--- config.mk ---
export PLATFORM = sky130hd
export DESIGN_NAME = rom_read_arbiter_flat
export DESIGN_NICKNAME = d
export VERILOG_FILES = /design/src/rtl/rom_read_arbiter_if.sv /design/src/rtl/rom_read_arbiter.sv /design/src/flat_wrapper.sv
export SDC_FILE = /design/constraint.sdc
export NUM_CORES = 1
export LEC_CHECK = 0
export BUFFER_PORTS_ARGS = -buffer_cell sky130_fd_sc_hd__clkbuf_2
export CAP_MARGIN = 30
export CELL_PAD_IN_SITES_DETAIL_PLACEMENT = 1
export CELL_PAD_IN_SITES_GLOBAL_PLACEMENT = 2
export CORE_AREA = 2 2 91 84
export DETAILED_ROUTE_END_ITERATION = 7
export DIE_AREA = 0 0 93 86
export GPL_TIMING_DRIVEN = 0
export PLACE_DENSITY = 0.77
export RECOVER_POWER = 25
export SLEW_MARGIN = 10
export SYNTH_ARGS = -nofsm -noshare
export SYNTH_HDL_FRONTEND = slang
export SYNTH_SLANG_ARGS = --single-unit
--- constraint.sdc ---
create_clock -name clk -period 3.6 [get_ports clk]
set_clock_uncertainty 0.2 [all_clocks]
set_input_delay 0.72 -clock clk [delete_from_list [all_inputs] [get_ports clk]]
set_output_delay 0.72 -clock clk [all_outputs]
set_load 0.02 [all_outputs]
--- src/rtl/rom_read_arbiter_if.sv ---
// Request/response and ROM-port bundle for rom_read_arbiter.
// slave = arbiter side, master = requesters plus ROM model.
interface rom_read_arbiter_if #(
  parameter int ADDR_WIDTH = 10,
  parameter int NUM_REQ    = 2
);
  logic [NUM_REQ-1:0]            req_valid;
  logic [NUM_REQ*ADDR_WIDTH-1:0] req_addr;
  logic [NUM_REQ-1:0]            req_ready;
  logic [NUM_REQ-1:0]            rsp_valid;
  logic [NUM_REQ-1:0]            rsp_ready;
  logic [31:0]                   rsp_data;
  logic [ADDR_WIDTH-1:0]         rom_addr;
  logic [31:0]                   rom_data;

  modport slave (
    input  req_valid, req_addr, rsp_ready, rom_data,
    output req_ready, rsp_valid, rsp_data, rom_addr
  );

  modport master (
    output req_valid, req_addr, rsp_ready, rom_data,
    input  req_ready, rsp_valid, rsp_data, rom_addr
  );
endinterface

--- src/rtl/rom_read_arbiter.sv ---
// Shares one registered-read ROM port among NUM_REQ requesters; 2-cycle latency, 1 read/cycle.
// Grant stalls only when S1 and S2 are both full and S2 is held. Define ROM_ARB_FIXED_PRIO_EN for fixed priority.
module rom_read_arbiter #(
  parameter int ADDR_WIDTH = 10,
  parameter int NUM_REQ    = 2
) (
  input  logic               clk,
  input  logic               rst_n,
  rom_read_arbiter_if.slave  bus
);

  localparam int ID_W = (NUM_REQ > 2) ? 2 : 1;
  localparam logic [NUM_REQ-1:0] ONE_HOT0 = NUM_REQ'(1);

  logic                  inflight_v_q, inflight_v_d;
  logic [ID_W-1:0]       inflight_id_q, inflight_id_d;
  logic                  rsp_v_q, rsp_v_d;
  logic [ID_W-1:0]       rsp_id_q, rsp_id_d;
  logic [31:0]           rsp_data_q, rsp_data_d;
  logic [ADDR_WIDTH-1:0] last_addr_q, last_addr_d;

  logic                  found;
  logic [ID_W-1:0]       win;
  logic [ID_W-1:0]       idx;
  logic [NUM_REQ-1:0]    rsp_valid_w;
  logic                  rsp_fire;
  logic                  s1_stall;
  logic                  issue;
  logic                  xfer;
  logic [ADDR_WIDTH-1:0] win_addr;

`ifndef ROM_ARB_FIXED_PRIO_EN
  logic [ID_W-1:0] rr_q, rr_d;
  logic [ID_W:0]   scan_sum;
  logic [ID_W:0]   rr_nxt;
`endif

  assign rsp_valid_w = rsp_v_q ? (ONE_HOT0 << rsp_id_q) : '0;
  assign rsp_fire    = |(rsp_valid_w & bus.rsp_ready);
  assign s1_stall    = inflight_v_q && rsp_v_q && !rsp_fire;
  assign xfer        = inflight_v_q && (!rsp_v_q || rsp_fire);

  always_comb begin
    found = 1'b0;
    win   = '0;
    idx   = '0;
`ifndef ROM_ARB_FIXED_PRIO_EN
    scan_sum = '0;
`endif
    for (int k = 0; k < NUM_REQ; k++) begin
`ifdef ROM_ARB_FIXED_PRIO_EN
      idx = ID_W'(k);
`else
      scan_sum = {1'b0, rr_q} + (ID_W+1)'(k);
      if (scan_sum >= (ID_W+1)'(NUM_REQ))
        scan_sum = scan_sum - (ID_W+1)'(NUM_REQ);
      idx = scan_sum[ID_W-1:0];
`endif
      if (!found && bus.req_valid[idx]) begin
        found = 1'b1;
        win   = idx;
      end
    end
  end

  // Reset gates the grant so nothing is handshaken while the pipeline is held clear.
  assign issue    = rst_n && !s1_stall && found;
  assign win_addr = bus.req_addr[int'(win)*ADDR_WIDTH +: ADDR_WIDTH];

  assign bus.req_ready = issue ? (ONE_HOT0 << win) : '0;
  assign bus.rsp_valid = rsp_valid_w;
  assign bus.rsp_data  = rsp_data_q;
  // Without an issue the ROM re-reads last_addr, so a stalled S1 keeps valid rom_data.
  assign bus.rom_addr  = issue ? win_addr : last_addr_q;

  always_comb begin
    last_addr_d   = last_addr_q;
    inflight_id_d = inflight_id_q;
    inflight_v_d  = s1_stall;
    rsp_v_d       = rsp_v_q;
    rsp_id_d      = rsp_id_q;
    rsp_data_d    = rsp_data_q;
    if (issue) begin
      last_addr_d   = win_addr;
      inflight_v_d  = 1'b1;
      inflight_id_d = win;
    end
    if (xfer) begin
      rsp_v_d    = 1'b1;
      rsp_id_d   = inflight_id_q;
      rsp_data_d = bus.rom_data;
    end else if (rsp_fire) begin
      rsp_v_d = 1'b0;
    end
  end

`ifndef ROM_ARB_FIXED_PRIO_EN
  always_comb begin
    rr_d   = rr_q;
    rr_nxt = {1'b0, win} + (ID_W+1)'(1);
    if (rr_nxt >= (ID_W+1)'(NUM_REQ))
      rr_nxt = '0;
    if (issue)
      rr_d = rr_nxt[ID_W-1:0];
  end

  always_ff @(posedge clk or negedge rst_n) begin
    if (!rst_n) rr_q <= '0;
    else        rr_q <= rr_d;
  end
`endif

  always_ff @(posedge clk or negedge rst_n) begin
    if (!rst_n) begin
      inflight_v_q  <= 1'b0;
      inflight_id_q <= '0;
      rsp_v_q       <= 1'b0;
      rsp_id_q      <= '0;
      rsp_data_q    <= '0;
      last_addr_q   <= '0;
    end else begin
      inflight_v_q  <= inflight_v_d;
      inflight_id_q <= inflight_id_d;
      rsp_v_q       <= rsp_v_d;
      rsp_id_q      <= rsp_id_d;
      rsp_data_q    <= rsp_data_d;
      last_addr_q   <= last_addr_d;
    end
  end

endmodule
--- src/flat_wrapper.sv ---
// flat-port wrapper written by rule: the top's interface ports become plain ports
module rom_read_arbiter_flat 
#(
  parameter int ADDR_WIDTH = 10,
  parameter int NUM_REQ    = 2
)
  (clk, rst_n, bus_req_valid, bus_req_addr, bus_rsp_ready, bus_rom_data, bus_req_ready, bus_rsp_valid, bus_rsp_data, bus_rom_addr);
  rom_read_arbiter_if #(.ADDR_WIDTH(ADDR_WIDTH), .NUM_REQ(NUM_REQ)) bus_i ();
  input  logic clk;
  input  logic rst_n;
  input wire logic [$bits(bus_i.req_valid)-1:0] bus_req_valid;
  input wire logic [$bits(bus_i.req_addr)-1:0] bus_req_addr;
  input wire logic [$bits(bus_i.rsp_ready)-1:0] bus_rsp_ready;
  input wire logic [$bits(bus_i.rom_data)-1:0] bus_rom_data;
  output wire logic [$bits(bus_i.req_ready)-1:0] bus_req_ready;
  output wire logic [$bits(bus_i.rsp_valid)-1:0] bus_rsp_valid;
  output wire logic [$bits(bus_i.rsp_data)-1:0] bus_rsp_data;
  output wire logic [$bits(bus_i.rom_addr)-1:0] bus_rom_addr;
  assign bus_i.req_valid = bus_req_valid;
  assign bus_i.req_addr = bus_req_addr;
  assign bus_i.rsp_ready = bus_rsp_ready;
  assign bus_i.rom_data = bus_rom_data;
  assign bus_req_ready = bus_i.req_ready;
  assign bus_rsp_valid = bus_i.rsp_valid;
  assign bus_rsp_data = bus_i.rsp_data;
  assign bus_rom_addr = bus_i.rom_addr;
  rom_read_arbiter #(.ADDR_WIDTH(ADDR_WIDTH), .NUM_REQ(NUM_REQ)) u_core (.clk(clk), .rst_n(rst_n), .bus(bus_i));
endmodule
* Word level (Yosys, flattened, before mapping)
Cells that the tools add are included.
Operators by class: reductions and logical operators 13, multiply operators 1, muxes and demuxes 17, bitwise gates (word level) 1, $add $sub $neg 4, shifts and indexed selects 3, $lt $le $gt $ge 5
Operators with widths (count):
- indexed part select 20 x 32 -> 10 bit | 1
- two-way mux 1 bit | 14
- two-way mux 10 bit | 1
- logical AND 1 bit | 6
- adder 1 x 1 -> 2 bit (second input constant) | 2
- >= comparator 2 bit (second input constant) | 2
- zero test 1 bit | 4
- < comparator 1 x 2 -> 1 bit (second input constant) | 2
- multiplier 1 x 3 -> 4 bit (second input constant) | 1
- two-way mux 2 bit | 2
- << shifter 1 x 1 -> 2 bit (first input constant) | 2
- AND 2 bit | 1
- >= comparator 1 x 2 -> 1 bit (second input constant) | 1
- nonzero test 2 bit | 1
- OR reduction 2 bit | 1
- subtractor 1 bit (second input constant) | 2
- logical OR 1 bit | 1
Storage, ports and cells: word-level logic and storage cells 51, register bits 47

* Longest topological paths before layout
Gate-level depths: netlist of the first run.
depth in word-level cells 11, mapped depth 6, mapped depth without buffers 4

* Least setup slack after synthesis of the first run
No wires, ideal clock.
path type input -> output, start point input bus_req_valid[0], end point output bus_rom_addr[0], data required time 2680 ps, cell stages on the path 5, buffers on the path 1, setup slack 789 ps, arrival time 1891 ps, path through inv_1 > o21ai_1 > buf_4 > mux2i_1 > o21ai_0
Between the ends: longest elaborated chain between the ends 9, elaborated cells between the ends (all ways) 14
Ends and longest elaborated chain:
- start: declaration | line flat_wrapper.sv:11 | input wire logic [$bits(bus_i.req_valid)-1:0] bus_req_valid;
- two-way mux 1 bit (implied by the code) (2 in series) | line rom_read_arbiter.sv:59 | if (!found && bus.req_valid[idx]) begin
- two-way mux 1 bit | line rom_read_arbiter.sv:59
- zero test 1 bit | line rom_read_arbiter.sv:59
- logical AND 1 bit | line rom_read_arbiter.sv:59
- two-way mux 1 bit | line rom_read_arbiter.sv:59
- multiplier 1 x 3 -> 4 bit | line rom_read_arbiter.sv:68 | assign win_addr = bus.req_addr[int'(win)*ADDR_WIDTH +: ADDR_WIDTH];
- indexed part select 20 x 32 -> 10 bit | line rom_read_arbiter.sv:68
- two-way mux 10 bit * | line rom_read_arbiter.sv:74 | assign bus.rom_addr = issue ? win_addr : last_addr_q;
- end: declaration | line flat_wrapper.sv:18 | output wire logic [$bits(bus_i.rom_addr)-1:0] bus_rom_addr;
Mark *: on every way between the ends. The rest lies on a longest branch, timed or not. The select of a mux whose other input is x is not followed.

* Worst setup path after layout of the first run
start point input rst_n, end point output bus_rom_addr[4]
Between the ends: longest elaborated chain between the ends 3
Ends and longest elaborated chain:
- start: declaration | line flat_wrapper.sv:10 | input logic rst_n;
- logical AND 1 bit (2 in series) | line rom_read_arbiter.sv:67 | assign issue = rst_n && !s1_stall && found;
- two-way mux 10 bit | line rom_read_arbiter.sv:74
Every way passes these cells.

==> results.md, run 1 <==
* Status: complete, no violations
* # IOs at approximately 100
* CP max-delay cell: clkbuf_4
* Root buf cell: clkbuf_8
* P_leak at about 0.0015 uW
* H-tree depth at 2
* Share of cells above drive strength 1 at 0.622
* Setup crit start: rst_n
* Syn-to-layout area delta at 35.7%
* Critical path class: primary input to primary output
* Top_reg_cell synth: dfrtp_1
* Post-placement cell count at 334
* Cell count after synthesis at approximately 140
* Count of different cell masters after synthesis at 23
* Crit path capture type: primary output
* CTS tree: done
* Worst-path cell chain: clkbuf_4 -> o21a_1 -> o21ai_1 -> buf_2 -> o21ai_0 -> clkbuf_2
* Avg WL per Cell at roughly 13 um
* Vias per cell at 4.25
* CTS Sinks at 47
* Die area at roughly 8000 um^2
* Mux cell area share after synthesis at 0.293
* Slew Viols, Final at 0
* Synth area leaders: dfrtp_1 57%, mux2_4 22%, mux2i_1 5.3%
* Xor-xnor portion of the synthesized cell area at 0
* Max Fanout on Critical Path at 51
* GPL Wtd Cong at slightly below 0.7
* Mapped Area at approximately 2100 um^2
* Tot GR Track Use at 0.119
* GRT Residual Overflow at 0
* Port Buffers at approximately 100
* Clock-pin slew on the worst setup and hold paths at around 0.09 ns
* Worst r2r src: u_core.rsp_id_q$_DFFE_PN0P_
* First-pass DRT Iterations at 3
* MaxCap Viol Count at 0
* Final period utilization at 0.890
* Final non-filler cell total at about 340
* Most common library cells after synthesis: 47 x dfrtp_1, 30 x mux2_4, 14 x nand2_1, 11 x mux2i_1, 11 x o21ai_0
* Post-Route WL at around 4500 um
* Max VDD drop at 0.197 mV
* # hold bufs at CTS at 0
* F_max at roughly 0.31 GHz
* ANT cells at 0
* Design area at between 2000 and 3000 um^2
* Avg Cell Area, Syn at between 10 and 15 um^2
* Post-DP HPWL at around 3500 um
* Ys async rst share at 1.00
* Synth Warn # at 0
* Largest net degree at the start of global routing at 52
* Adder-Cell Fraction of Synth Area at 0
* Dominant cell by count in the synthesized netlist: dfrtp_1
* Largest stage delay, worst path at 0.56 ns
* Number of enable flip-flop cells after synthesis at 0
* Main combinational cell family by area after synthesis: multiplexers
* PostCTS Resize Cnt at 0
* Nets at 306
* Effective utilization at floorplan at 0.297
* Area leader, netlist: dfrtp_1
* Die Y at ~86 um
* Final hold vios at 0
* Core area at ~7000 um^2
* Slew headroom at 0.540
* PwrDens at 820 nW/um^2
* Worst-margin pin slew at 0.691 ns
* Simple-gate share of the synthesized area at 0.0484
* Fillers at between 700 and 800
* Global-route wire length before repair at around 7600 um
* DIE WIDTH at a little over 90 um
* Synthesized Nets at about 200
* Hold Path Class: primary input to asynchronous set/reset pin
* Setup violators final at 0
* Worst EP required at 2.68 ns
* Synth Area in Compound Gates at 0.0459
* Antenna viol nets, final at 0
* Via count at roughly 1500
* Worst endpoint data arrival time at approximately 2.3 ns
* Row count at 29
* Synth top area share at 0.568
* Clock buffer depth at 2
* Vias in the first global route at ~1600
* DR iter-0 viols at 20
* Initial antenna violation count at 0
* DRC viols at 0
* Num CTS Buffers at 5
* Post-layout util at 0.403
* RSZ-0062 raised after global routing: false
* Worst-skew pair later-pin latency at 0.29 ns
* Placed cell areas at around 2700 um^2
* Setup bufs post-CTS at 0
* Seq cells post-synth at between 40 and 50
* Startpoint types: primary input
* Seq/Total Area, Yosys at 0.568
* Min cycle time layout at 3.20 ns
-- report_power, final --
group | internal (uW) | switching [uW]
Combinational | 519 | 562
Clock | 175 | 173
Sequential | 751 | 122
-- area by class of cell --
| class | instances | area [um^2] | share of cell area |
|---|---|---|---|
| buffer | 7 | 88.8 | 0.0316 |
| clock buffer | 7 | 96.3 | 0.0343 |
| clock inverter | 1 | 7.51 | 0.00267 |
| inverter | 1 | 3.75 | 0.00134 |
| multi-input combinational | 83 | 801 | 0.285 |
| sequential | 47 | 1180 | 0.419 |
| tap | 93 | 116 | 0.0414 |
| timing repair buffer | 103 | 518 | 0.184 |
-- registers in the layout (all words and copies together) (netlist names) --
name	cells
u_core.rsp_v_q	1
u_core.bus.rsp_data	32
u_core.inflight_id_q	1
u_core.inflight_v_q	1
u_core.last_addr_q	10
u_core.rsp_id_q	1
u_core.rr_q	1
-- kinds of logic after synthesis --
family | after synthesis
flip-flops | 47
AND/OR/NAND/NOR | 21
AO/OA/AOI/OAI | 17
buffers and inverters | 8
multiplexers | 45
-- routing by layer --
layer,global-route usage,up-vias,part of all wire
li1,-,698,-
met1,0.158,679,0.45
met2,0.179,72,0.42
met3,0.0492,6,0.11
met4,0.0361,0,0.012
met5,0,-,0
-- worst paths after layout --
path	endpoint	cells past startpoint	slack [ns]
min reg2reg	u_core.last_addr_q[7]$_DFF_PN0_	2	0.30
max in group asynchronous	u_core.bus.rsp_data[22]$_DFFE_PN0P_	1	2.46
min in group clk	u_core.last_addr_q[7]$_DFF_PN0_	2	0.30
max	bus_rom_addr[4]	6	0.40
max reg2reg	u_core.bus.rsp_data[4]$_DFFE_PN0P_	6	1.77
min	u_core.rr_q$_DFFE_PN0P_	1	0.28
-- cells in the final DEF (no fill, tap or decap), types with 2 or more instances in the layout --
| master | n |
|---|---|
| o21ai_1 | 2 |
| mux2_2 | 4 |
| clkbuf_2 | 102 |
| dfrtp_1 | 47 |
| buf_12 | 3 |
| mux2i_1 | 11 |
| nand2_1 | 14 |
| clkbuf_8 | 7 |
| mux2_4 | 30 |
| o21ai_0 | 11 |
| buf_2 | 2 |
-- critical path, delay by kind of cell --
kind,cells,cell delay [ns]
buffers and inverters,3,0.98
AO/OA/AOI/OAI,3,0.58
-- metrics by stage --
step	setup TNS (ns)	power [uW]	hold slack, ns	setup WS, ns
3_5_place_dp	0	1980	0.283	0.268
3_3_place_gp	-0.361	1960	0.273	-0.0723
2_1_floorplan	0	1630	0.224	0.789
6_report	0	2300	0.282	0.397
5_1_grt	0	2460	0.324	0.180
4_1_cts	0	2350	0.305	0.298
Note: power is estimated with default switching activity, not from simulation.
==> run 2: changes to the inputs <==
--- a/config.mk
+++ b/config.mk
@@ -10,11 +10,13 @@
 export CELL_PAD_IN_SITES_DETAIL_PLACEMENT = 1
 export CELL_PAD_IN_SITES_GLOBAL_PLACEMENT = 2
 export CORE_AREA = 2 2 91 84
+export CTS_CLUSTER_SIZE = 10
 export DETAILED_ROUTE_END_ITERATION = 7
 export DIE_AREA = 0 0 93 86
 export GPL_TIMING_DRIVEN = 0
 export PLACE_DENSITY = 0.77
 export RECOVER_POWER = 25
+export REMOVE_ABC_BUFFERS = 1
 export SLEW_MARGIN = 10
 export SYNTH_ARGS = -nofsm -noshare
 export SYNTH_HDL_FRONTEND = slang
==> run 2 against run 1 <==
Effect of this change: final area fell by 3.1%; register-to-register slack lost 0.22 ns; final cell count shrank 2.0%; wire length increased by 2.3%; clock-buffer cell count is 1 lower; total power fell by 2.2%; largest power group unchanged; highest routed layer unchanged.
==> results.md, run 2 (synthesis results as in run 1) <==
* Min cycle time layout at 3.20 ns (+0.00182 ns)
* # IOs at 104 (unchanged)
* Nets at 299 (-2.3%)
* Max FFs per register at 32 (unchanged)
* Die area at 8000 um^2 (unchanged)
* PwrDens at 827 nW/um^2 (+0.87%)
* GRT Residual Overflow at 0 (unchanged)
* H-tree depth at 2 (unchanged)
* Worst R2R End: u_core.last_addr_q[2]$_DFF_PN0_
* GPL Wtd Cong at 0.647 (-7.1%)
* P_leak at 0.00144 uW (-3.1%)
* Slew Viols, Final at 0 (unchanged)
* Initial antenna violation count at 0 (unchanged)
* DR iter-0 viols at 20 (unchanged)
* Vias in the first global route at 1471 (-5.6%)
* Core area at 6970 um^2 (unchanged)
* CTS tree: done
* Final hold vios at 0 (unchanged)
* Worst r2r src: u_core.rsp_id_q$_DFFE_PN0P_
* Worst-margin pin slew at 0.810 ns (+0.120 ns)
* Crit path capture type: primary output
* First-pass DRT Iterations at 2 (-1)
* Avg WL per Cell at 13.8 um (+4.4%)
* # hold bufs at CTS at 0 (unchanged)
* Num CTS Buffers at 5 (unchanged)
* Worst setup endpoint: bus_rom_addr[2]
* CTS Sinks at 47 (unchanged)
* Commonest non-fill, non-tap cell in the layout: clkbuf_2
* Startpoint types: primary input
* Antenna viol nets, final at 0 (unchanged)
* Worst-skew pair later-pin latency at 0.29 ns (about the same)
* Clock-pin slew on the worst setup and hold paths at 0.09 ns (about the same)
* ANT cells at 0 (unchanged)
* Vias per cell at 4.36 (+2.4%)
* Syn-to-layout area delta at 31.5%
* Post-layout util at 0.391 (-0.0124)
* PostCTS Resize Cnt at 0 (unchanged)
* Root buf cell: clkbuf_8
* R2R Setup Slk at 1.55 ns (-0.22 ns)
* Status: complete, no violations
* Effective utilization at floorplan at 0.297 (unchanged)
* Critical path class: primary input to primary output
* Hold Path Class: primary input to asynchronous set/reset pin
* Setup_tns at 0 ns (unchanged)
* Final non-filler cell total at 335 (-2.0%)
* DRC viols at 0 (unchanged)
* Die Y at 86 um (unchanged)
* Setup violators final at 0 (unchanged)
* Post-Route WL at 4630 um (+2.3%)
* Global-route wire length before repair at 7580 um (about the same)
* Row count at 29 (unchanged)
* RSZ-0062 raised after global routing: false
* Post-placement cell count at 327 (-2.1%)
* Commonest non-fill, non-tap cells in the layout: 102 x clkbuf_2, 47 x dfrtp_1, 30 x mux2_4, 14 x nand2_1
* Clock buffer depth at 2 (unchanged)
* Worst endpoint data arrival time at 2.28 ns (about the same)
* Final period utilization at 0.890 (about the same)
* Worst EP required at 2.68 ns (about the same)
* Worst reg-to-reg path cell count at 3 (-3)
* Share of cells above drive strength 1 at 0.620 (-0.00266)
* Slew headroom at 0.460 (-0.0799)
* Max VDD drop at 0.164 mV (-17%)
* Tot GR Track Use at 0.122 (+0.00216)
* DIE WIDTH at 93 um (unchanged)
* Largest net degree at the start of global routing at 52 (unchanged)
* Port Buffers at 103 (unchanged)
* Hold WS at 0.280 ns (-0.00192 ns)
* MaxCap Viol Count at 0 (unchanged)
* Setup bufs post-CTS at 0 (unchanged)
* Setup crit start: rst_n
* F_max at 0.312 GHz (about the same)
* Via count at 1460 (+0.34%)
* Post-DP HPWL at 3470 um (-0.17%)
* Max Fanout on Critical Path at 51 (unchanged)
==> run 2: cell count changes in the layout (fill, tap and decap cells not counted), sizes merged <==
cell	delta
buf	-7
clkbuf	-1
clkinv	+1
==> run 2: worst min path at each step <==
stage	from	to	slack (ns)	cells past startpoint
3_5_place_dp	u_core.inflight_id_q$_DFFE_PN0P_	u_core.inflight_id_q$_DFFE_PN0P_	0.28	2
5_1_grt	rst_n	u_core.bus.rsp_data[19]$_DFFE_PN0P_	0.32	1
3_3_place_gp	u_core.inflight_id_q$_DFFE_PN0P_	u_core.inflight_id_q$_DFFE_PN0P_	0.27	2
6_report	rst_n	u_core.bus.rsp_data[31]$_DFFE_PN0P_	0.28	1
4_1_cts	rst_n	u_core.bus.rsp_data[4]$_DFFE_PN0P_	0.30	1
2_1_floorplan	rst_n	u_core.bus.rsp_data[0]$_DFFE_PN0P_	0.22	0
==> run 2: routing by layer <==
layer / part of all wire / track usage / up-vias
met3: 0.11 / 0.0431 / 5
met5: 0 / 0 / -
met2: 0.42 / 0.180 / 78
met1: 0.47 / 0.166 / 684
li1: - / - / 693
met4: 0.0091 / 0.0401 / 0
==> run 2: layout make-up <==
type / count / area, um^2
clock buffers: 6 / 82.6
clock inverters: 2 / 16.3
fillers: 790 / 4250
inverters: 1 / 3.75
multi-input cells: 83 / 808
flip-flops and latches: 47 / 1180
well taps: 93 / 116
repair buffers: 103 / 518
==> run 2: worst max-delay path: stages <==
cell	delay, ns
clkbuf_4	0.55
o21a_1	0.24
o21ai_2	0.22
o21ai_0	0.31
clkbuf_2	0.22
==> run 2: power breakdown <==
group / switching, uW / internal [uW]
logic: 557 / 476
registers: 126 / 751
clock network: 184 / 157
==> run 2: through the flow <==
stage                     instance area [um^2]  total power (uW)  setup WS, ns
after global placement                    2610              1910        -0.444
after floorplan                           1980              1580         0.459
after CTS                                 2720              2290         0.300
final                                     2720              2250         0.396
after detailed placement                  2620              1940         0.287
after global routing                      2720              2400        0.0551
